[src/rtl/cgra_exec_ctrl.sv]
// -----------------------------------------------------------------------------
// cgra_exec_ctrl
//
// Execution controller that sits between software and a CGRA PE array.
// Software raises Computation_Start (level, four-phase handshake). The
// controller fires a one-cycle Array_Start pulse and waits a bounded time for
// PE_Array_Busy to rise. It then counts the cycles the array stays busy, with
// an optional cycle limit, and finally reports Computation_Done. Done stays
// high until software drops Computation_Start.
//
// Ports
//   Clk                in   system clock, rising edge
//   Resetn             in   asynchronous active-low reset
//   Computation_Start  in   software start request (level)
//   Computation_Done   out  kernel finished; held until Start is low
//   PE_Array_Busy      in   PE array is executing the kernel
//   Array_Start        out  one-cycle launch pulse to the PE array
//   Max_Cycles         in   run-cycle limit, 0 = unlimited
//   Cycle_Count        out  busy cycles counted in RUN for last/current kernel
//   Timeout            out  last kernel was stopped by the Max_Cycles limit
//   Ctrl_Busy          out  controller is not idle
//
// Every output is either a register or a pure decode of the state register,
// so there is no combinational path from any input to any output.
// -----------------------------------------------------------------------------
module cgra_exec_ctrl #(
  parameter int CNT_WIDTH = 32,
  parameter int BUSY_WAIT = 4
) (
  input  logic                 Clk,
  input  logic                 Resetn,
  input  logic                 Computation_Start,
  output logic                 Computation_Done,
  input  logic                 PE_Array_Busy,
  output logic                 Array_Start,
  input  logic [CNT_WIDTH-1:0] Max_Cycles,
  output logic [CNT_WIDTH-1:0] Cycle_Count,
  output logic                 Timeout,
  output logic                 Ctrl_Busy
);

  // The wait counter only has to reach BUSY_WAIT-1. It counts the Busy-low
  // cycles already spent in WAIT_BUSY.
  localparam int WAIT_W = (BUSY_WAIT > 1) ? $clog2(BUSY_WAIT) : 1;
  localparam logic [WAIT_W-1:0] WAIT_LAST = WAIT_W'(BUSY_WAIT - 1);

  typedef enum logic [2:0] {
    IDLE      = 3'd0,
    LAUNCH    = 3'd1,
    WAIT_BUSY = 3'd2,
    RUN       = 3'd3,
    DONE      = 3'd4
  } state_t;

  state_t                 state_reg, state_next;
  logic [WAIT_W-1:0]      wait_cnt_reg, wait_cnt_next;
  logic [CNT_WIDTH-1:0]   cycle_cnt_reg, cycle_cnt_next;
  logic                   timeout_reg, timeout_next;

  always_ff @(posedge Clk or negedge Resetn) begin
    if (!Resetn) begin
      state_reg     <= IDLE;
      wait_cnt_reg  <= '0;
      cycle_cnt_reg <= '0;
      timeout_reg   <= 1'b0;
    end else begin
      state_reg     <= state_next;
      wait_cnt_reg  <= wait_cnt_next;
      cycle_cnt_reg <= cycle_cnt_next;
      timeout_reg   <= timeout_next;
    end
  end

  always_comb begin
    state_next     = state_reg;
    wait_cnt_next  = wait_cnt_reg;
    cycle_cnt_next = cycle_cnt_reg;
    timeout_next   = timeout_reg;

    case (state_reg)
      IDLE: begin
        // The result registers are cleared on the way into LAUNCH. This lets
        // the LAUNCH cycle already show a fresh count. Until then the
        // previous kernel's result stays visible.
        if (Computation_Start) begin
          state_next     = LAUNCH;
          cycle_cnt_next = '0;
          timeout_next   = 1'b0;
          wait_cnt_next  = '0;
        end
      end

      LAUNCH: begin
        state_next    = WAIT_BUSY;
        wait_cnt_next = '0;
      end

      WAIT_BUSY: begin
        if (PE_Array_Busy) begin
          state_next = RUN;
        end else if (wait_cnt_reg == WAIT_LAST) begin
          // Busy never came up: treat it as a zero-length kernel.
          state_next = DONE;
        end else begin
          wait_cnt_next = wait_cnt_reg + 1'b1;
        end
      end

      RUN: begin
        // A Busy fall takes priority over the limit. A kernel that ends on
        // its own in the limit cycle is not a timeout.
        if (!PE_Array_Busy) begin
          state_next = DONE;
        end else if ((Max_Cycles != '0) && (cycle_cnt_reg == Max_Cycles)) begin
          state_next   = DONE;
          timeout_next = 1'b1;
        end else if (cycle_cnt_reg != '1) begin
          cycle_cnt_next = cycle_cnt_reg + 1'b1;
        end
      end

      DONE: begin
        if (!Computation_Start) begin
          state_next = IDLE;
        end
      end

      default: begin
        state_next = IDLE;
      end
    endcase
  end

  assign Array_Start      = (state_reg == LAUNCH);
  assign Computation_Done = (state_reg == DONE);
  assign Ctrl_Busy        = (state_reg != IDLE);
  assign Cycle_Count      = cycle_cnt_reg;
  assign Timeout          = timeout_reg;

endmodule

[config.mk]
export PLATFORM = sky130hd
export DESIGN_NAME = cgra_exec_ctrl
export DESIGN_NICKNAME = d
export VERILOG_FILES = /design/src/rtl/cgra_exec_ctrl.sv
export SDC_FILE = /design/constraint.sdc
export NUM_CORES = 1
export LEC_CHECK = 0
export CORE_MARGIN = 2
export CORE_UTILIZATION = 44
export CTS_CLUSTER_DIAMETER = 30
export DETAILED_ROUTE_END_ITERATION = 7
export GPL_TIMING_DRIVEN = 1
export PLACE_DENSITY = 0.77
export SLEW_MARGIN = 25
export SYNTH_ARGS = -nofsm -noshare
export SYNTH_HDL_FRONTEND = slang
export SYNTH_SLANG_ARGS = --single-unit
[constraint.sdc]
create_clock -name Clk -period 2.2 [get_ports Clk]
set_input_delay 0.33 -clock Clk [delete_from_list [all_inputs] [get_ports Clk]]
set_output_delay 0.33 -clock Clk [all_outputs]
set_load 0.05 [all_outputs]
# Yosys cells after proc, flatten, opt, wreduce, memory -nomap -nowiden
# Cells that the tools add are included.
# totals
regBits	38
out_inout_bits	36
elab_cells	53
# classes
reduce_logical	10
addsub	2
n_mux	20
n_eq_ne	17
# ops
operator	n
32-bit two-way mux	4
32-bit case mux with 2 select lines	1
32-bit by 1-bit adder with 32-bit output, second input constant	1
32-bit == test	1
32-bit inequality test, second input constant	1
32-bit nonzero test	1
3-bit two-way mux	6
2-bit inequality test, second input constant	8
3-bit case mux with 5 select lines	1
4-bit AND reduction	3
3-bit by 2-bit == test with 1-bit output, second input constant	2
2-bit two-way mux	3
3-bit inequality test, second input constant	2
2-bit case mux with 3 select lines	1
3-bit nonzero test	2
5-bit AND reduction	1
3-bit by 1-bit == test with 1-bit output, second input constant	1
3-bit == test, second input constant	1
3-bit logical NOT	1
1-bit two-way mux	3
2-bit by 1-bit adder with 2-bit output, second input constant	1
2-bit == test, second input constant	1
1-bit case mux with 2 select lines	1
2-bit nonzero test	1
1-bit logical AND	1

# Depth between registers and ports, before layout
# Gate-level depths: netlist of the first run.
# logic_depth
depth_word	5
mapped_depth	10
ltp_nobuf	7

# Worst setup path before layout of the first run
# Ideal clock, no wire load.
# synth_path
path_type	reg-to-reg
start	reg cycle_cnt_reg[0] (netlist: Cycle_Count[0])
end	reg cycle_cnt_reg[17] (netlist: Cycle_Count[17])
path_slack_ps	-455
t_required_ps	2051
stages_incl_launch_ff	10
synth_period_minus_slack_ps	2655
arrival_ps	2507
path_cell_list	dfrtp_1 > ha_1 > nand3_1 > or2_1 > or4_4 > nand3_4 > or2_1 > buf_4 > buf_6 > o31ai_1
# synth_between
elab_chain_cells	5
word_cells_on_any_way	11
cone_classes	1 x add/sub; 4 x eq/ne; 4 x mux; 2 x reduce/logical
# synth_lines
item	line_no	source
start: declaration	57	logic [CNT_WIDTH-1:0] cycle_cnt_reg, cycle_cnt_next;
start signal: assignment	69	cycle_cnt_reg <= cycle_cnt_next;
32-bit by 1-bit adder with 32-bit output	118	cycle_cnt_next = cycle_cnt_reg + 1'b1;
32-bit two-way mux	117	end else if (cycle_cnt_reg != '1) begin
32-bit two-way mux	114	end else if ((Max_Cycles != '0) && (cycle_cnt_reg == Max_Cycles)) begin
32-bit two-way mux	112	if (!PE_Array_Busy) begin
32-bit case mux with 2 select lines	80	case (state_reg)
# Parallel ways exist; a longest one is shown, timed or not. The select of a mux whose other input is x is not followed.
# A chain may end at the register's enable or synchronous reset.

# Worst setup path in the final report of the first run
# layout_path
start	in Max_Cycles[14]
end	reg cycle_cnt_reg[7] (netlist: Cycle_Count[7])
# layout_between
elab_chain_cells	4
word_cells_on_any_way	5
cone_classes	2 x eq/ne; 3 x reduce/logical
# layout_lines
item	line_no	source
start: declaration	36	input logic [CNT_WIDTH-1:0] Max_Cycles,
32-bit == test / 32-bit nonzero test (equally long branches)	114	
1-bit logical AND *	114	
2-bit inequality test (no source line) *	n/a	
5-bit AND reduction (no source line) *	n/a	
# Every way passes the cells marked *; elsewhere a longest branch is shown, timed or not.

==> impl_metrics.tcl, run 1 <==
set metrics [dict create \
    diodes 0 \
    clkLatencyLatePin_ns 0.30 \
    die_w_um 81.77 \
    holdWs_ns 0.1653 \
    numCtsBuffers 5 \
    path_class "in2reg" \
    synth_compound_area_share_pct 14.39 \
    timing.final.crit_share_pct 101.2 \
    yosysSeqAreaShare_pct 35.73 \
    period_minus_slack_ns 2.227 \
    antenna_found_initial 0 \
    nets 472 \
    synth_cell_types 47 \
    port_buffers 71 \
    synthSimpleGateAreaFrac_pct 28.02 \
    viasPerCell 6.280 \
    endpoint_kind "flop" \
    setup_viol 6 \
    path_cells "clkdlybuf4s50_1 -> nor4_2 -> nand4_1 -> nor2_2 -> nor3_4 -> buf_12 -> buf_8 -> a2111o_1 -> a32o_1" \
    synth_area_leader_cell "dfrtp_1" \
    reg2reg_to "Cycle_Count[26]$_DFFE_PN0P_" \
    syn_nets 337 \
    grt_overflow 0 \
    utilization_pct 74.34 \
    wl_mm 10.30 \
    critPathTopFamily "buffers and inverters" \
    die-area_mm2 0.006686 \
    postSynthCellCount 299 \
    rrSetupSlack_ns -0.02 \
    die_h_um 81.77 \
    path_max_fanout 8 \
    postPlaceCellArea_mm2 0.003820 \
    slew_violations 0 \
    cts_max_level 2 \
    violations "DRC, setup timing" \
    drive_gt1_share_pct 34.94 \
    drv_cap 0 \
    path_clk_slew_ns 0.08 \
    synth_edf_count 0 \
    synth_top_cell_area_share_pct 35.73 \
    cp-endpoint "Cycle_Count[7]$_DFFE_PN0P_" \
    synthArstFlopShare_pct 100.0 \
    firstDrtPassIters 8 \
    largest_register_ffs 32 \
    finalHoldViolCount 0 \
    layoutNonFillerInstCount 510 \
    synthXorXnorAreaFrac_pct 10.53 \
    grt_pass1_wl_mm 14.26 \
    final.setup.worst_slack_ns -0.02705 \
    cts_sinks 38 \
    reg2reg_from "Cycle_Count[11]$_DFFE_PN0P_" \
    fin_worst_skew_ns 0.01092 \
    ys_ff_latch 38 \
    worst_slew_pin_slew_ns 0.9140 \
    cts_hold_buf 0 \
    drtIter0Drc 530 \
    rows 28 \
    clk_path_buf_depth 2 \
    route.detailed.wl_per_inst_um 20.19 \
    synth.most_common_cell "dfrtp_1" \
    p_leak_uw 0.001789 \
    cp.depth 9 \
    fmax_mhz 449.0 \
    highest_layer "met4" \
    synth_common_cells "dfrtp_1 (38), nand2_1 (36), xor2_1 (32)" \
    synth_area_per_cell_um2 8.901 \
    crit_arrival_ns 2.40 \
    coreArea_mm2 0.005886 \
    wl_met3_um 805 \
    rr_worst_depth 10 \
    vias 3203 \
    setup.worst_path.start "Max_Cycles[14]" \
    wl_met2_mm 4.998 \
    cts_root_buf "clkbuf_8" \
    status "finished with violations" \
    critPathMaxStageDelay_ns 0.46 \
    syn2layout_area_growth_pct 64.41 \
    synth_warnings 0 \
    grt_pass1_vias 2912 \
    p_per_area_mw_per_mm2 606.6 \
    wl_met1_mm 4.180 \
    placed_cells 478 \
    start_util_pct 45.22 \
    start_kind "primary input" \
    pin_count 72 \
    synth.area.mux_share_pct 6.018 \
    syn-cell-area_mm2 0.002661 \
    vdd_drop_max_v 0.0006042 \
    final_antenna_net_count 0 \
    fin_area_mm2 0.004375 \
    crit_slowest_cell "clkdlybuf4s50_1" \
    critPathRequiredTime_ns 2.37 \
    gp_congestion 0.9334 \
    synth.area.top_cells "dfrtp_1 (36%), xor2_1 (11%), nor4_1 (6.8%), mux2i_1 (6.0%), nand2_1 (5.1%)" \
    synth_top_family_by_area "simple AND/OR/NAND/NOR gates" \
    rsz0062_at_grt "true" \
    hold_class "in2async" \
    path_buf_inv 3 \
    synthAdderAreaFrac_pct 0.9403 \
    hpwl_mm 6.886 \
    synth_ff_type "dfrtp_1" \
    cts_tree "built" \
    pre_cts_ws_ns -0.5385 \
    grt_max_degree 39 \
    relSlewSlack_pct 39.06 \
    drc_errors 1 \
    grt_usage_pct 28.10 \
]
## logic make-up after synthesis
| kind of cell | count (synthesis) |
|---|---|
| and+or+nand+nor | 136 |
| AOI/OAI and AO/OA | 50 |
| DFF | 38 |
| xor gates and xnor gates | 32 |
| buffers and inverters | 25 |
| muxes | 16 |
| adders and majority gates | 2 |
## final cells by class
cell class	count	area (um^2)
repair buffers	146	1329
inverters	6	22.52
fillers	404	1510
clock inverters	1	5.005
clock buffers	7	86.33
multi-input cells	237	1853
flip-flops and latches	38	985.9
well taps	75	93.84
## timing repair
item,4_1_cts,5_1_grt
setup buffers,3,19
pin swaps,1,12
setup endpoints to repair,28,35
gates cloned,0,2
resized for setup,6,53
## where the power goes
group	switching [uW]	total (uW)	internal (uW)	leakage [uW]
Combinational	758	1290	533	0.00126
Sequential	82.5	854	771	0.000476
Clock	256	510	253	0.0000482
Total	1100	2650	1560	0.00179
## metrics by stage
step	setup TNS, ns	power, uW
floorplan	-2.523	1516
global placement	-10.11	1984
detailed placement	-10.97	2006
CTS	0	2528
global route	-0.7353	2777
finish	-0.06265	2654
## how the worst min path moves through the flow
stage	endpoint	slack, ns	cells past startpoint
floorplan	Cycle_Count[0]$_DFFE_PN0P_	0.03	0
global placement	wait_cnt_reg[1]$_DFFE_PN0P_	0.49	1
detailed placement	wait_cnt_reg[1]$_DFFE_PN0P_	0.50	1
CTS	Cycle_Count[11]$_DFFE_PN0P_	0.18	1
global route	Cycle_Count[11]$_DFFE_PN0P_	0.22	1
finish	Cycle_Count[1]$_DFFE_PN0P_	0.17	1
## layout by cell type, fill, tap and decap left out, types with 3 or more instances in the layout
cell type / count
and3_1: 3
and4_1: 3
buf_4: 69
buf_6: 4
buf_8: 3
clkbuf_8: 6
clkdlybuf4s50_1: 62
dfrtp_1: 10
dfrtp_2: 28
dlymetal6s2s_1: 6
inv_1: 6
mux2i_1: 16
nand2_1: 35
nand3_1: 11
nand4_1: 11
nor2_1: 8
nor2b_1: 3
nor3_1: 9
nor3b_1: 3
nor4_1: 16
nor4_2: 11
o21ai_0: 7
o311ai_0: 6
o311ai_1: 3
o311ai_2: 3
o31ai_1: 8
xor2_1: 32
## per-layer routing
metal	vias to the layer above	global-route usage, %
met5	-	0
met4	0	8.667
met3	45	4.725
met2	184	47.48
met1	1556	36.72
li1	1418	-
## worst reg2reg max path, stage by stage, from the launching register on
cell     delay [ns]
dfrtp_2        0.45
buf_6          0.13
xor2_1         0.15
nor4_1         0.30
nand4_1        0.21
nor3_4         0.26
buf_12         0.17
buf_6          0.13
nor4_1         0.05
buf_4          0.14
mux2i_1        0.11
(Power assumes the default switching activity.)
==> run 2, diff against run 1 <==
- CORE_ASPECT_RATIO: unset -> 0.6
==> impl_metrics.tcl, run 2 (synthesis results as in run 1) <==
set metrics [dict create \
    cts_tree "built" \
    rr_worst_depth 7 \
    status "finished with violations" \
    reg2reg_to "Cycle_Count[31]$_DFFE_PN0P_" \
    vdd_drop_max_v 0.0005666 \
    hold_class "in2async" \
    path_max_fanout 7 \
    die_w_um 104.4 \
    crit_arrival_ns 2.53 \
    grt_usage_pct 29.13 \
    rrSetupSlack_ns -0.11 \
    fin_area_mm2 0.004425 \
    critPathRequiredTime_ns 2.39 \
    fill_cells 336 \
    antenna_found_initial 0 \
    most-common-layout-cells "clkdlybuf4s50_1 (63), buf_4 (47), nand2_1 (35)" \
    final_common_cell "clkdlybuf4s50_1" \
    clk_path_buf_depth 2 \
    reg2reg_from "Cycle_Count[16]$_DFFE_PN0P_" \
    finalHoldViolCount 0 \
    start_util_pct 46.68 \
    fmax_mhz 425.7 \
    register_area_um2 985.9 \
    grt_overflow 0 \
    firstDrtPassIters 5 \
    p_int_uw 1656 \
    period_minus_slack_ns 2.349 \
    utilization_pct 77.62 \
    swShare_pct 40.94 \
    power.switching_uw 1148 \
    rsz0062_at_grt "true" \
    final.setup.worst_slack_ns -0.1490 \
    start_kind "primary input" \
    critPathMaxStageDelay_ns 0.45 \
    relSlewSlack_pct 65.56 \
    path_cells "clkdlybuf4s50_1 -> nor4_2 -> nand4_1 -> nor2_2 -> nor3_4 -> buf_12 -> or2_4 -> buf_8 -> o41ai_4" \
    fin_worst_skew_ns 0.009072 \
    endpoint_kind "flop" \
    crit_slowest_cell "clkdlybuf4s50_1" \
    cts_root_buf "clkbuf_8" \
    p_seq_share_pct 31.9 \
    die-area_mm2 0.006707 \
    p_per_area_mw_per_mm2 633.7 \
    vias 3128 \
    multi_input_area_mm2 0.001996 \
    pre_cts_ws_ns -0.3995 \
    route.detailed.wl_per_inst_um 22.01 \
    slew_violations 0 \
    drv_cap 0 \
    drtIter0Drc 394 \
    diodes 0 \
    cts_max_level 2 \
    port_buffers 71 \
    final_antenna_net_count 0 \
    die_h_um 64.24 \
    gp_congestion 0.9370 \
    drc_errors 0 \
    hpwl_mm 7.348 \
    largest_register_ffs 32 \
    worst_slew_pin_slew_ns 0.5150 \
    cts_sinks 38 \
    violations "setup timing" \
    coreArea_mm2 0.005702 \
    rows 21 \
    wl_mm 10.90 \
    path_clk_slew_ns 0.08 \
    timing.final.crit_share_pct 106.8 \
    grt_pass1_vias 2810 \
    path_class "in2reg" \
    syn2layout_area_growth_pct 66.29 \
    clockPowerShare_pct 21.6 \
    power_frac_comb_pct 46.4 \
    pin_count 72 \
    clkLatencyLatePin_ns 0.31 \
    setup_viol 31 \
    grt_max_degree 39 \
    numCtsBuffers 5 \
    drive_gt1_share_pct 35.42 \
    grt_pass1_wl_mm 15.09 \
    p_leak_uw 0.001721 \
    nets 452 \
    postPlaceCellArea_mm2 0.003806 \
    viasPerCell 6.319 \
]
-- run 2: changes by cell type in the layout (fill, tap and decap cells not counted), moves of 2 or more --
cell | before | now
o31ai_2 | 2 | 4
o21ai_1 | 2 | 0
o21ai_2 | 0 | 2
nor4_4 | 2 | 4
o311ai_2 | 3 | 6
o31ai_1 | 8 | 2
buf_8 | 3 | 1
o311ai_0 | 6 | 1
o31ai_4 | 0 | 4
buf_4 | 69 | 47
buf_12 | 1 | 5
nor4_1 | 16 | 13
-- run 2: worst max path at each step --
stage,startpoint,to,slack [ns]
after floorplan,Cycle_Count[16]$_DFFE_PN0P_,Cycle_Count[29]$_DFFE_PN0P_,-0.15
after global placement,Max_Cycles[6],Cycle_Count[31]$_DFFE_PN0P_,-0.33
after detailed placement,Max_Cycles[18],Cycle_Count[31]$_DFFE_PN0P_,-0.40
after CTS,Cycle_Count[10]$_DFFE_PN0P_,Cycle_Count[25]$_DFFE_PN0P_,-0.003
after global routing,Max_Cycles[18],Cycle_Count[31]$_DFFE_PN0P_,-0.21
final,Max_Cycles[18],Cycle_Count[31]$_DFFE_PN0P_,-0.15
-- run 2: metal layers --
metal  up-vias  share of wire (%)  GRT usage (%)  wire, um
met2       225                 44          42.81      4827
met1      1494                 42          42.69      4601
met3        35                 12          6.939      1253
met4         0                1.9          7.601       212
met5         -                  0              0         0
li1       1374                  -              -         -
-- run 2: cell type report --
type	count	area share [%]
clock buffers	7	1.725
clock inverters	1	0.6785
inverters	6	0.5089
multi-input cells	236	45.09
flip-flops and latches	38	22.28
well taps	80	2.262
repair buffers	127	27.45
-- run 2: power groups by stage --
| stage | logic, uW | clock network [uW] | registers, uW |
|---|---|---|---|
| CTS | 1150 | 604 | 885 |
| global placement | 1100 | 0 | 891 |
| global route | 1390 | 635 | 903 |
| floorplan | 558 | 0 | 958 |
| finish | 1300 | 606 | 896 |
| detailed placement | 1110 | 0 | 898 |
-- run 2: what timing repair did --
item / 4_1_cts / 5_1_grt
endpoints found under the hold margin: 5 / 0
gates resized for setup: 10 / 73
endpoints found under the setup margin: 21 / 31
gates cloned: 0 / 1
pin swaps: 1 / 17
hold buffers: 1 / 0
setup buffers: 2 / 6
-- run 2: critical path, delay by kind of cell --
| family | cells | cell delay [ns] |
|---|---|---|
| AOI/OAI and AO/OA | 1 | 0.32 |
| buffers and inverters | 3 | 0.74 |
| and+or+nand+nor | 5 | 1.13 |
-- run 2: stage by stage --
| step | power, uW | TNS, ns | std cells | hold slack (ns) |
|---|---|---|---|---|
| floorplan | 1516 | -2.523 | 299 | 0.03441 |
| global placement | 1986 | -6.970 | 477 | 0.3130 |
| detailed placement | 2006 | -8.466 | 477 | 0.3171 |
| CTS | 2639 | -0.002843 | 488 | 0.5223 |
| global route | 2932 | -3.884 | 495 | 0.5285 |
| finish | 2804 | -1.689 | 495 | 0.5116 |
==> run 3, diff against run 2 <==
- ABC_CLOCK_PERIOD_IN_PS: unset -> 2200
==> results of run 3 <==
Same layout as run 2: the final DEF is identical, and so are final timing and power.
